--- config.mk ---
export PLATFORM = sky130hd
export DESIGN_NAME = multi_button_debouncer
export DESIGN_NICKNAME = d
export VERILOG_FILES = /design/src/rtl/multi_button_debouncer_pkg.sv /design/src/rtl/debounce_channel.sv /design/src/rtl/multi_button_debouncer.sv
export SDC_FILE = /design/constraint.sdc
export NUM_CORES = 1
export LEC_CHECK = 0
export ABC_AREA = 0
export ABC_CLOCK_PERIOD_IN_PS = 2600
export BUFFER_PORTS_ARGS = -buffer_cell sky130_fd_sc_hd__clkbuf_2
export CAP_MARGIN = 40
export CORE_MARGIN = 3
export CORE_UTILIZATION = 60
export CTS_CLUSTER_SIZE = 30
export DETAILED_ROUTE_END_ITERATION = 8
export PLACE_DENSITY = 0.81
export SLEW_MARGIN = 20
export SYNTH_ARGS = -nofsm -noshare
export SYNTH_HDL_FRONTEND = slang
export SYNTH_SLANG_ARGS = --single-unit
--- constraint.sdc ---
create_clock -name clk -period 2.6 [get_ports clk]
set_input_delay 0.78 -clock clk [delete_from_list [all_inputs] [get_ports clk]]
set_output_delay 0.78 -clock clk [all_outputs]
set_load 0.05 [all_outputs]
--- src/rtl/multi_button_debouncer_pkg.sv ---
// Shared constants and width helpers for the multi-button debouncer.
// Optional auto-repeat is enabled by MULTI_BUTTON_DEBOUNCER_REPEAT_EN.
package multi_button_debouncer_pkg;

  localparam int TICK_DIV_DEFAULT = 262144;
  localparam int SAMPLES_DEFAULT  = 3;

  function automatic int div_width(input int tick_div);
    return $clog2(tick_div);
  endfunction

  function automatic int rpt_width(input int delay);
    return $clog2(delay + 1);
  endfunction

endpackage

--- src/rtl/debounce_channel.sv ---
// One debounced button: synchroniser, sample history, hysteresis, pulses.
// Auto-repeat on rise is built only with MULTI_BUTTON_DEBOUNCER_REPEAT_EN.
module debounce_channel
  import multi_button_debouncer_pkg::*;
#(
  parameter int SAMPLES       = SAMPLES_DEFAULT,
  parameter int REPEAT_DELAY  = 50,
  parameter int REPEAT_PERIOD = 10
) (
  input  logic clk,
  input  logic clr,
  input  logic tick,
  input  logic inp,
  output logic outp,
  output logic rise,
  output logic fall
);

  logic               s1;
  logic               s2;
  logic [SAMPLES-1:0] hist;
  logic [SAMPLES-1:0] hist_nx;
  logic               out_nx;
  logic               press;
  logic               drop;
  logic               rpt;

  always_ff @(posedge clk or posedge clr) begin
    if (clr) begin
      s1 <= 1'b0;
      s2 <= 1'b0;
    end else begin
      s1 <= inp;
      s2 <= s1;
    end
  end

  assign hist_nx = {hist[SAMPLES-2:0], s2};

  // Mixed histories hold the current level.
  always_comb begin
    out_nx = outp;
    if (tick && (&hist_nx))
      out_nx = 1'b1;
    else if (tick && !(|hist_nx))
      out_nx = 1'b0;
  end

  assign press = out_nx & ~outp;
  assign drop  = ~out_nx & outp;

  always_ff @(posedge clk or posedge clr) begin
    if (clr) begin
      hist <= '0;
      outp <= 1'b0;
      rise <= 1'b0;
      fall <= 1'b0;
    end else begin
      if (tick)
        hist <= hist_nx;
      outp <= out_nx;
      rise <= press | rpt;
      fall <= drop;
    end
  end

`ifdef MULTI_BUTTON_DEBOUNCER_REPEAT_EN
  localparam int RW = rpt_width(REPEAT_DELAY);

  logic [RW-1:0] rcnt;
  logic [RW-1:0] rcnt_inc;

  assign rcnt_inc = rcnt + RW'(1);
  assign rpt = tick & outp & out_nx
             & (rcnt_inc == RW'(REPEAT_DELAY));

  always_ff @(posedge clk or posedge clr) begin
    if (clr)
      rcnt <= '0;
    else if (!out_nx)
      rcnt <= '0;
    else if (tick && outp)
      rcnt <= rpt ? RW'(REPEAT_DELAY - REPEAT_PERIOD)
                  : rcnt_inc;
  end
`else
  logic unused_rpt;
  assign unused_rpt = ^{REPEAT_DELAY[0], REPEAT_PERIOD[0]};
  assign rpt = 1'b0;
`endif

endmodule

--- src/rtl/multi_button_debouncer.sv ---
// N-channel button debouncer with a shared sample-tick divider.
// Optional auto-repeat: define MULTI_BUTTON_DEBOUNCER_REPEAT_EN.
module multi_button_debouncer
  import multi_button_debouncer_pkg::*;
#(
  parameter int CHANNELS      = 4,
  parameter int TICK_DIV      = TICK_DIV_DEFAULT,
  parameter int SAMPLES       = SAMPLES_DEFAULT,
  parameter int REPEAT_DELAY  = 50,
  parameter int REPEAT_PERIOD = 10
) (
  input  logic                clk,
  input  logic                clr,
  input  logic [CHANNELS-1:0] inp,
  output logic [CHANNELS-1:0] outp,
  output logic [CHANNELS-1:0] rise,
  output logic [CHANNELS-1:0] fall,
  output logic                tick
);

  localparam int DW = div_width(TICK_DIV);

  logic [DW-1:0] cnt;

  // tick is registered so it is high while cnt == TICK_DIV-1.
  always_ff @(posedge clk or posedge clr) begin
    if (clr) begin
      cnt  <= '0;
      tick <= 1'b0;
    end else begin
      cnt  <= (cnt == DW'(TICK_DIV - 1)) ? '0 : cnt + DW'(1);
      tick <= (cnt == DW'(TICK_DIV - 2));
    end
  end

  for (genvar g = 0; g < CHANNELS; g++) begin : g_ch
    debounce_channel #(
      .SAMPLES      (SAMPLES),
      .REPEAT_DELAY (REPEAT_DELAY),
      .REPEAT_PERIOD(REPEAT_PERIOD)
    ) u_ch (
      .clk (clk),
      .clr (clr),
      .tick(tick),
      .inp (inp[g]),
      .outp(outp[g]),
      .rise(rise[g]),
      .fall(fall[g])
    );
  end

endmodule

Word-level counts from Yosys, hierarchy flattened
Cells that the tools add are included.
- bits in registers: 47
- latch bits: 0
- memory bits (writable): 0
- memory bits (read-only): 0
- input bits: 6
- logic and storage cells: 74
- memories: 0
- add/sub/neg operators: 1
- multiply operators: 0
- div/mod/pow operators: 0
- $lt $le $gt $ge: 0
- equal/unequal tests: 2
- shift-type cells: 0
- muxes and demuxes: 9
- bitwise gates (word level): 16
- reductions and logical operators: 20
- operators with widths (operator ; count):
    $eq A18 B18 Y1 const B ; 2
    $add A18 B1 Y18 const B ; 1
    $mux W18 ; 1
    $reduce_and A3 Y1 ; 4
    $reduce_or A3 Y1 ; 4
    $and A1 B1 Y1 ; 8
    $logic_and A1 B1 Y1 ; 8
    $mux W1 ; 8
    $not A1 Y1 ; 8
    $logic_not A1 Y1 ; 4

Depth between registers and ports, before layout
Gate-level depths: netlist (run 1).
- depth after elaboration: 7
- gate-level depth with buffers: 6

Modules after synthesis
Synthesis (run 1) repeated with hierarchy kept, for this count alone.
- cells, all modules: 157
- area, all modules: 1919.3 sq um
- modules (own cells, without submodules) (module ; instances ; cells an instance ; area each (sq um)):
    debounce_channel ; 4 ; 18 ; 260.2
    multi_button_debouncer ; 1 ; 85 ; 878.3

Least setup slack after synthesis (run 1)
OpenSTA, ideal clock, no wires.
- kind: flip-flop to flip-flop
- from: reg tick
- to: reg g_ch[1].u_ch.hist[0]
- setup time: 0.125 ns
- data arrival time: 1.562 ns
- path slack: 0.913 ns
- stages on the path, launching flop included: 4
- cells stage by stage: dfrtp_1 -> clkbuf_1 -> buf_1 -> mux2_2
- RTL lines (what ; line ; source):
    from (decl) ; multi_button_debouncer.sv:18 ; output logic tick
    from (signal assigned) ; multi_button_debouncer.sv:32 ; tick <= (cnt == DW'(TICK_DIV - 2));
    to (signal assigned) ; debounce_channel.sv:60 ; hist <= hist_nx;
    to (decl) ; debounce_channel.sv:21 ; logic [SAMPLES-1:0] hist;
No word-level cell between the ends.

Worst setup path after layout (run 1)
- from: reg tick
- to: out tick
No word-level cell between the ends.

==> summary.md, run 1 <==
| Metric | Value |
|---|---|
| Setup TNS | 0 ns |
| Post-Synthesis Cells | roughly 160 |
| Synth async-reset ratio | 100.0% |
| Area Overhead vs Synth | 7.964% |
| Startpoint Class | register |
| Status | finished, final reports clean |
| Multi-input logic area | ~640 sq um |
| Main synth FF type | dfrtp_1 |
| Clock Latency Late Sink | roughly 0.37 ns |
| Cts hold-fix bufs | 0 |
| Die ar. | between 0.003 and 0.004 sq mm |
| #FFs+latches synth | 47 |
| Clock sinks | 47 |
| Number of setup buffers added after CTS | 0 |
| Crit share post-route | between 70% and 80% |
| Hold Vio Cnt, Final | 0 |
| Vias in the first global route | roughly 1100 |
| Yosys warning total | 0 |
| Clock Skew | ~0.017 ns |
| Post-synth top area share | approximately three fifths |
| CTS tree | yes |
| DP Cell Count | roughly 210 |
| Pwr per Cell Area | 567.2 mW/mm^2 |
| Crit path launch | tick |
| Worst r2r src | cnt[0] |
| Final std cells w/o fill | approximately 220 |
| Via count | roughly 1200 |
| Worst-path maximum fanout | 17 |
| CORE AREA | roughly 0.0031 sq mm |
| Clock Path Buffers | 2 |
| Worst VDD drop | ~0.35 mV |
| Post-Syn Area per Cell | 12.03 sq um |
| Final layout net count | 184 |
| Worst Path Required | ~1.8 ns |
| PostCTS Resize Cnt | 0 |
| Initial Util | between 60% and 70% |
| Vias/cell | 5.222 |
| Mapped cell area | about 0.002 sq mm |
| Number of port buffers | 18 |
| Leak Pwr | 1.032 nW |
| F_max | roughly 500 MHz |
| Initial antenna violation count | 0 |
| Setup slack after layout | 0.6036 ns |
| Drt wl/cell | 12.67 um |
| Final slew viol count | 0 |
| Largest area contributor in the synthesized netlist | dfrtp_1 |
| Initial DRC Count | roughly 80 |
| Largest cells by area after synthesis | dfrtp_1 (60%), buf_4 (4.6%), mux2_2 (4.6%) |
| WP data arrival | roughly 1.2 ns |
| Net Count, Synth | 170 |
| Final setup vio count | 0 |
| DP Wirelength | slightly above 2000 um |
| Min-Delay Path Class | in2async |
| First-pass GRT wire length | approximately 5000 um |
| Worst slew margin | roughly 64% |
| Number of max-cap violations | 0 |
| Row cnt | 20 |
| Clock root cell | clkbuf_4 |
| Unrepaired setup endpoints after global routing | false |
| Largest net degree at the start of global routing | 18 |
| H-tree Lvls | 2 |
| WS Path Type | reg2out |
| DR pass1 iterations | 4 |
| Share of post-route cells with drive strength above 1 | a little under a quarter |
| Place WS | 0.7399 ns |
| Power, Total | approximately 1.2 mW |
| Worst-Margin Slew | ~0.54 ns |
| Seq. cell area | between 0.001 and 0.0015 sq mm |
| Most frequent cell after synthesis | dfrtp_1 |
| Ports | 19 |
| Tot GR Track Use | approximately 17% |
| CTS clk-pin slew, worst paths | ~0.14 ns |
| Height of the die | ~63 um |
| Synth cell types | 24 |
| Antenna cell count | 0 |
| Routed Antenna Nets | 0 |
| Post-synthesis sequential area ratio | about three fifths |
| Crit path time final | between 1.5 and 2 ns |
| Final RePlAce weighted congestion | approximately 0.86 |
| Most common library cells after synthesis | dfrtp_1 (47), nor2_1 (15), buf_4 (12) |
| Remaining Overflow, GRT | 0 |
| Number of synthesized flops with an enable pin | 0 |
| Worst setup EP type | output port |
| FILL cells | between 200 and 250 |
| Final WL | about 2800 um |
| Die span in x | ~63 um |
| Post-route DRC violation count | 0 |
| TritonCTS Buffers | 5 |
## state kept, by name (all words and copies together), names as in the netlist
register / flops
g_ch.u_ch.rise: 4
g_ch.u_ch.outp: 4
cnt: 18
g_ch.u_ch.hist: 8
g_ch.u_ch.s2: 4
tick: 1
g_ch.u_ch.s1: 4
g_ch.u_ch.fall: 4
## stage by stage
| stage | hold WS (ns) | cell area, sq um | util, % |
|---|---|---|---|
| 6_report | 0.3477 | 2103 | 68.33 |
| 5_1_grt | 0.3551 | 2103 | 68.33 |
| 4_1_cts | 0.3614 | 2103 | 68.33 |
| 3_5_place_dp | 0.3387 | 2022 | 65.69 |
| 3_3_place_gp | 0.3331 | 2007 | 65.20 |
| 2_1_floorplan | 0.3312 | 1948 | - |
## worst max-delay path, cell delays in order (launching register included)
cell and delay (ns):
dfrtp_1 0.34, buf_4 0.21, clkbuf_2 0.31
## routing by layer
metal  global-route usage, %  part of all wire (%)  up-vias
met5                       0                     0        -
met4                   9.091                   2.2        0
met3                   3.957                   4.2        7
met2                   28.46                    52       21
met1                   19.83                    41      563
li1                        -                     -      563
## cells by family (layout without fill, tap and decap cells)
logic type      count (synthesis)  in the layout  share of synthesized area (%)
compound gates                 10             10                          2.633
xor+xnor                       15             15                          6.744
fa+ha+maj                       2              2                          1.284
buf+inv                        22             37                          6.936
flops                          47             47                          60.37
mux                             8              8                          4.624
simple gates                   58             58                          17.40
## power by group
group          internal [mW]  total, mW  leakage (nW)  switching, mW
Sequential             0.737      0.740         0.624        0.00289
Clock                  0.202      0.430        0.0452          0.227
Combinational        0.00730     0.0231         0.363         0.0158
Total                  0.947       1.19          1.03          0.246
## final timing paths
check                      cells after the start  slack, ns                end
setup / recovery                               2       0.60               tick
hold / removal                                 2       0.35  g_ch[2].u_ch.rise
setup reg to reg                               5       0.71            cnt[13]
hold reg to reg                                0       0.35    g_ch[0].u_ch.s2
max in group asynchronous                      4       1.58            cnt[14]
min in group clk                               0       0.35    g_ch[0].u_ch.s2
## layout make-up
type | count | area share, %
clock buffers | 5 | 1.785
clock inverters | 3 | 2.082
inverters | 7 | 1.249
multi-input cells | 93 | 30.28
flip-flops and latches | 47 | 55.92
well taps | 44 | 2.617
repair buffers | 22 | 6.068
## cell usage in the layout (no fill, tap or decap), types with 2 or more instances in the layout
| cell type | Yosys | layout |
|---|---|---|
| and3_1 | 3 | 3 |
| a21oi_1 | 9 | 9 |
| nor4_4 | 2 | 2 |
| nand2_1 | 9 | 9 |
| nand4_1 | 4 | 4 |
| nand3_1 | 8 | 8 |
| clkbuf_4 | 0 | 5 |
| clkbuf_2 | 0 | 18 |
| dfrtp_1 | 47 | 47 |
| inv_1 | 7 | 6 |
| nor2_1 | 15 | 15 |
| nor3b_1 | 4 | 4 |
| mux2_2 | 8 | 8 |
| ha_1 | 2 | 2 |
| nor3_1 | 7 | 7 |
| buf_4 | 12 | 3 |
| nor4_1 | 2 | 2 |
| xnor2_1 | 8 | 8 |
| xor2_1 | 7 | 7 |
| and4_1 | 2 | 2 |
Note: power is estimated with default switching activity, not from simulation.
==> run 2: changes to the inputs <==
--- a/config.mk
+++ b/config.mk
@@ -5,15 +5,15 @@
 export SDC_FILE = /design/constraint.sdc
 export NUM_CORES = 1
 export LEC_CHECK = 0
-export ABC_AREA = 0
-export ABC_CLOCK_PERIOD_IN_PS = 2600
+export ABC_AREA = 1
+export ABC_CLOCK_PERIOD_IN_PS = 1750
 export BUFFER_PORTS_ARGS = -buffer_cell sky130_fd_sc_hd__clkbuf_2
 export CAP_MARGIN = 40
 export CORE_MARGIN = 3
-export CORE_UTILIZATION = 60
+export CORE_UTILIZATION = 52
 export CTS_CLUSTER_SIZE = 30
 export DETAILED_ROUTE_END_ITERATION = 8
-export PLACE_DENSITY = 0.81
+export PLACE_DENSITY = 0.74
 export SLEW_MARGIN = 20
 export SYNTH_ARGS = -nofsm -noshare
 export SYNTH_HDL_FRONTEND = slang
==> constraint.sdc (replaced) <==
create_clock -name clk -period 1.75 [get_ports clk]
set_input_delay 0.525 -clock clk [delete_from_list [all_inputs] [get_ports clk]]
set_output_delay 0.525 -clock clk [all_outputs]
set_load 0.05 [all_outputs]
==> run 2 against run 1 <==
Via count up 21%. Sequential power increased by 49%. Global-route usage decreased by 0.53 points. Register-to-register slack worse by 0.36 ns. Clock power is 90% higher. Critical path type unchanged. Largest power group unchanged. Highest routed layer unchanged.
==> summary.md, run 2 <==
| Metric | Value |
|---|---|
| Height of the die | 69.54 um |
| Startpoint Class | register |
| Row cnt | 22 |
| Remaining Overflow, GRT | 0 |
| Antenna cell count | 0 |
| WP data arrival | between 1 and 1.5 ns |
| H-tree Lvls | 2 |
| TritonCTS Buffers | 5 |
| Post-synthesis sequential area ratio | 56.02% |
| F_max | 646.9 MHz |
| Via count | ~1400 |
| Number of max-cap violations | 0 |
| Mapped cell area | between 0.002 and 0.0025 sq mm |
| Final setup vio count | 0 |
| Leak Pwr | between 1 and 1.5 nW |
| Crit share post-route | 88.33% |
| Synth Area in Adders | under 10% |
| Cts hold-fix bufs | 0 |
| CTS tree | yes |
| Clock Skew | 0.01107 ns |
| Setup slack after layout | about 0.2 ns |
| Cell family with most CP delay | flip-flops |
| Hold Vio Cnt, Final | 0 |
| Final layout net count | 245 |
| DP Wirelength | 2537 um |
| Crit-path cells | clkbuf_2 |
| Min-Delay Path Class | in2async |
| Clock Latency Late Sink | 0.31 ns |
| Most frequent cells in the layout | nand2_1 (48), dfrtp_1 (47), nor2_1 (33) |
| Share of post-route cells with drive strength above 1 | 21.01% |
| Worst setup EP type | output port |
| Clock root cell | clkbuf_8 |
| Number of synthesized flops with an enable pin | 0 |
| Routed Antenna Nets | 0 |
| Reg2reg end | cnt[17] |
| Final RePlAce weighted congestion | 0.8707 |
| Worst slew margin | between 80% and 90% |
| CORE AREA | ~0.0038 sq mm |
| Vias in the first global route | approximately 1400 |
| Max reg flops | 18 |
| Largest area contributor in the synthesized netlist | dfrtp_1 |
| WS Path Type | reg2out |
| Synth Area in Simple Gates | 28.13% |
| Reg2Reg Setup Slack | around 0.35 ns |
| Status | finished, final reports clean |
| Unrepaired setup endpoints after global routing | false |
| Most common cell after layout, fill and taps aside | nand2_1 |
| R2r worst-path depth | 8 |
| Most frequent cell after synthesis | nand2_1 |
| Worst-path maximum fanout | 5 |
| Crit path time final | ~1.5 ns |
| Vias/cell | between 4 and 5 |
| Compound-cell area share of the yosys netlist | 1.430% |
| Post-synth top area share | ~56% |
| First-pass GRT wire length | 6272 um |
| Crit path depth | 1 |
| #FFs+latches synth | 47 |
| Post-synthesis xor/xnor area fraction | 4.589% |
| CP peak stage delay | ~0.42 ns |
| Largest net degree at the start of global routing | between 40 and 50 |
| Multiplexer share of the synthesized area | 0% |
| Setup TNS | 0 ns |
| Most common library cells after synthesis | nand2_1 (48), dfrtp_1 (47), nor2_1 (33) |
| Regs by FF count | cnt (18), g_ch.u_ch.hist (8) |
| Post-Syn Area per Cell | roughly 9.4 sq um |
| Main combinational cell family by area after synthesis | simple AND/OR/NAND/NOR gates |
| Die span in x | 69.54 um |
| Initial antenna violation count | 0 |
| Post-Synthesis Cells | 223 |
| Post-route DRC violation count | 0 |
| Place WS | between 0.3 and 0.4 ns |
| Die ar. | 0.004836 sq mm |
| Worst r2r src | cnt[0] |
| PostCTS Resize Cnt | 0 |
| Main synth FF type | dfrtp_1 |
| Synth cell types | 24 |
| Clock sinks | 47 |
| Worst Path Buf+Inv | 1 |
| Final WL | approximately 3400 um |
| Net Count, Synth | around 230 |
| CTS clk-pin slew, worst paths | approximately 0.1 ns |
| Ports | 19 |
| Tot GR Track Use | between 10% and 20% |
| Synth async-reset ratio | 100.0% |
| Initial DRC Count | 112 |
| DR pass1 iterations | 4 |
| Clock Path Buffers | 2 |
| Area Overhead vs Synth | 9.416% |
| Number of setup buffers added after CTS | 0 |
| Initial Util | 55.67% |
| Largest cells by area after synthesis | dfrtp_1 (56%), nand2_1 (8.6%), nor2_1 (5.9%) |
| Pwr per Cell Area | about 850 mW/mm^2 |
| Number of port buffers | 18 |
| Worst-Margin Slew | approximately 0.29 ns |
| Worst VDD drop | between 0.4 and 0.5 mV |
| Yosys warning total | 0 |
| Top reg by flops | cnt |
| Crit-path slowest cell | dfrtp_1 |
| Worst Path Required | between 1 and 1.5 ns |
| Final slew viol count | 0 |
| Drt wl/cell | approximately 12 um |
-- run 2: final cells by class --
cell class	count	area (sq um)
Fill cell	325	1474
Sequential cell	47	1176
Multi-Input combinational cell	140	742.0
Timing Repair Buffer	20	117.6
Inverter	23	86.33
Clock buffer	5	68.82
Tap cell	48	60.06
Clock inverter	3	46.29
-- run 2: routing by layer --
metal / up-vias / wire length (um) / GRT usage (%)
li1: 709 / - / -
met2: 37 / 1629 / 27.12
met4: 0 / 59 / 5.857
met3: 6 / 188 / 4.928
met5: - / 0 / 0
met1: 650 / 1558 / 20.15
-- run 2: cells by family (layout without fill, tap and decap cells) --
logic type / Yosys count / count (layout)
AND/OR/NAND/NOR: 122 / 122
XOR/XNOR: 11 / 11
AO/OA/AOI/OAI: 5 / 5
buffers and inverters: 36 / 51
flip-flops: 47 / 47
adder cells (fa/ha/maj): 2 / 2
-- run 2: metrics by stage --
step / utilization (%) / instance area [sq um] / instances / power (mW) / hold slack, ns
2_1_floorplan: - / 2100 / 223 / 1.134 / 0.3312
3_3_place_gp: 57.86 / 2182 / 278 / 1.151 / 0.3314
3_5_place_dp: 57.86 / 2182 / 278 / 1.152 / 0.3356
4_1_cts: 60.92 / 2297 / 286 / 1.963 / 0.2337
5_1_grt: 60.92 / 2297 / 286 / 2.028 / 0.2354
6_report: 60.92 / 2297 / 286 / 1.943 / 0.2224
-- run 2: worst max path at each step --
stage	start	end	slack, ns
finish	tick	tick	0.20
global route	tick	tick	0.16
CTS	tick	tick	0.19
detailed placement	cnt[0]	cnt[17]	0.36
global placement	cnt[0]	cnt[17]	0.40
floorplan	clr	cnt[0]	0.11
-- run 2: power breakdown --
group | leakage, nW | internal, mW | switching [mW]
logic | 0.521 | 0.00885 | 0.0215
registers | 0.624 | 1.09 | 0.00363
clock network | 0.0548 | 0.430 | 0.384
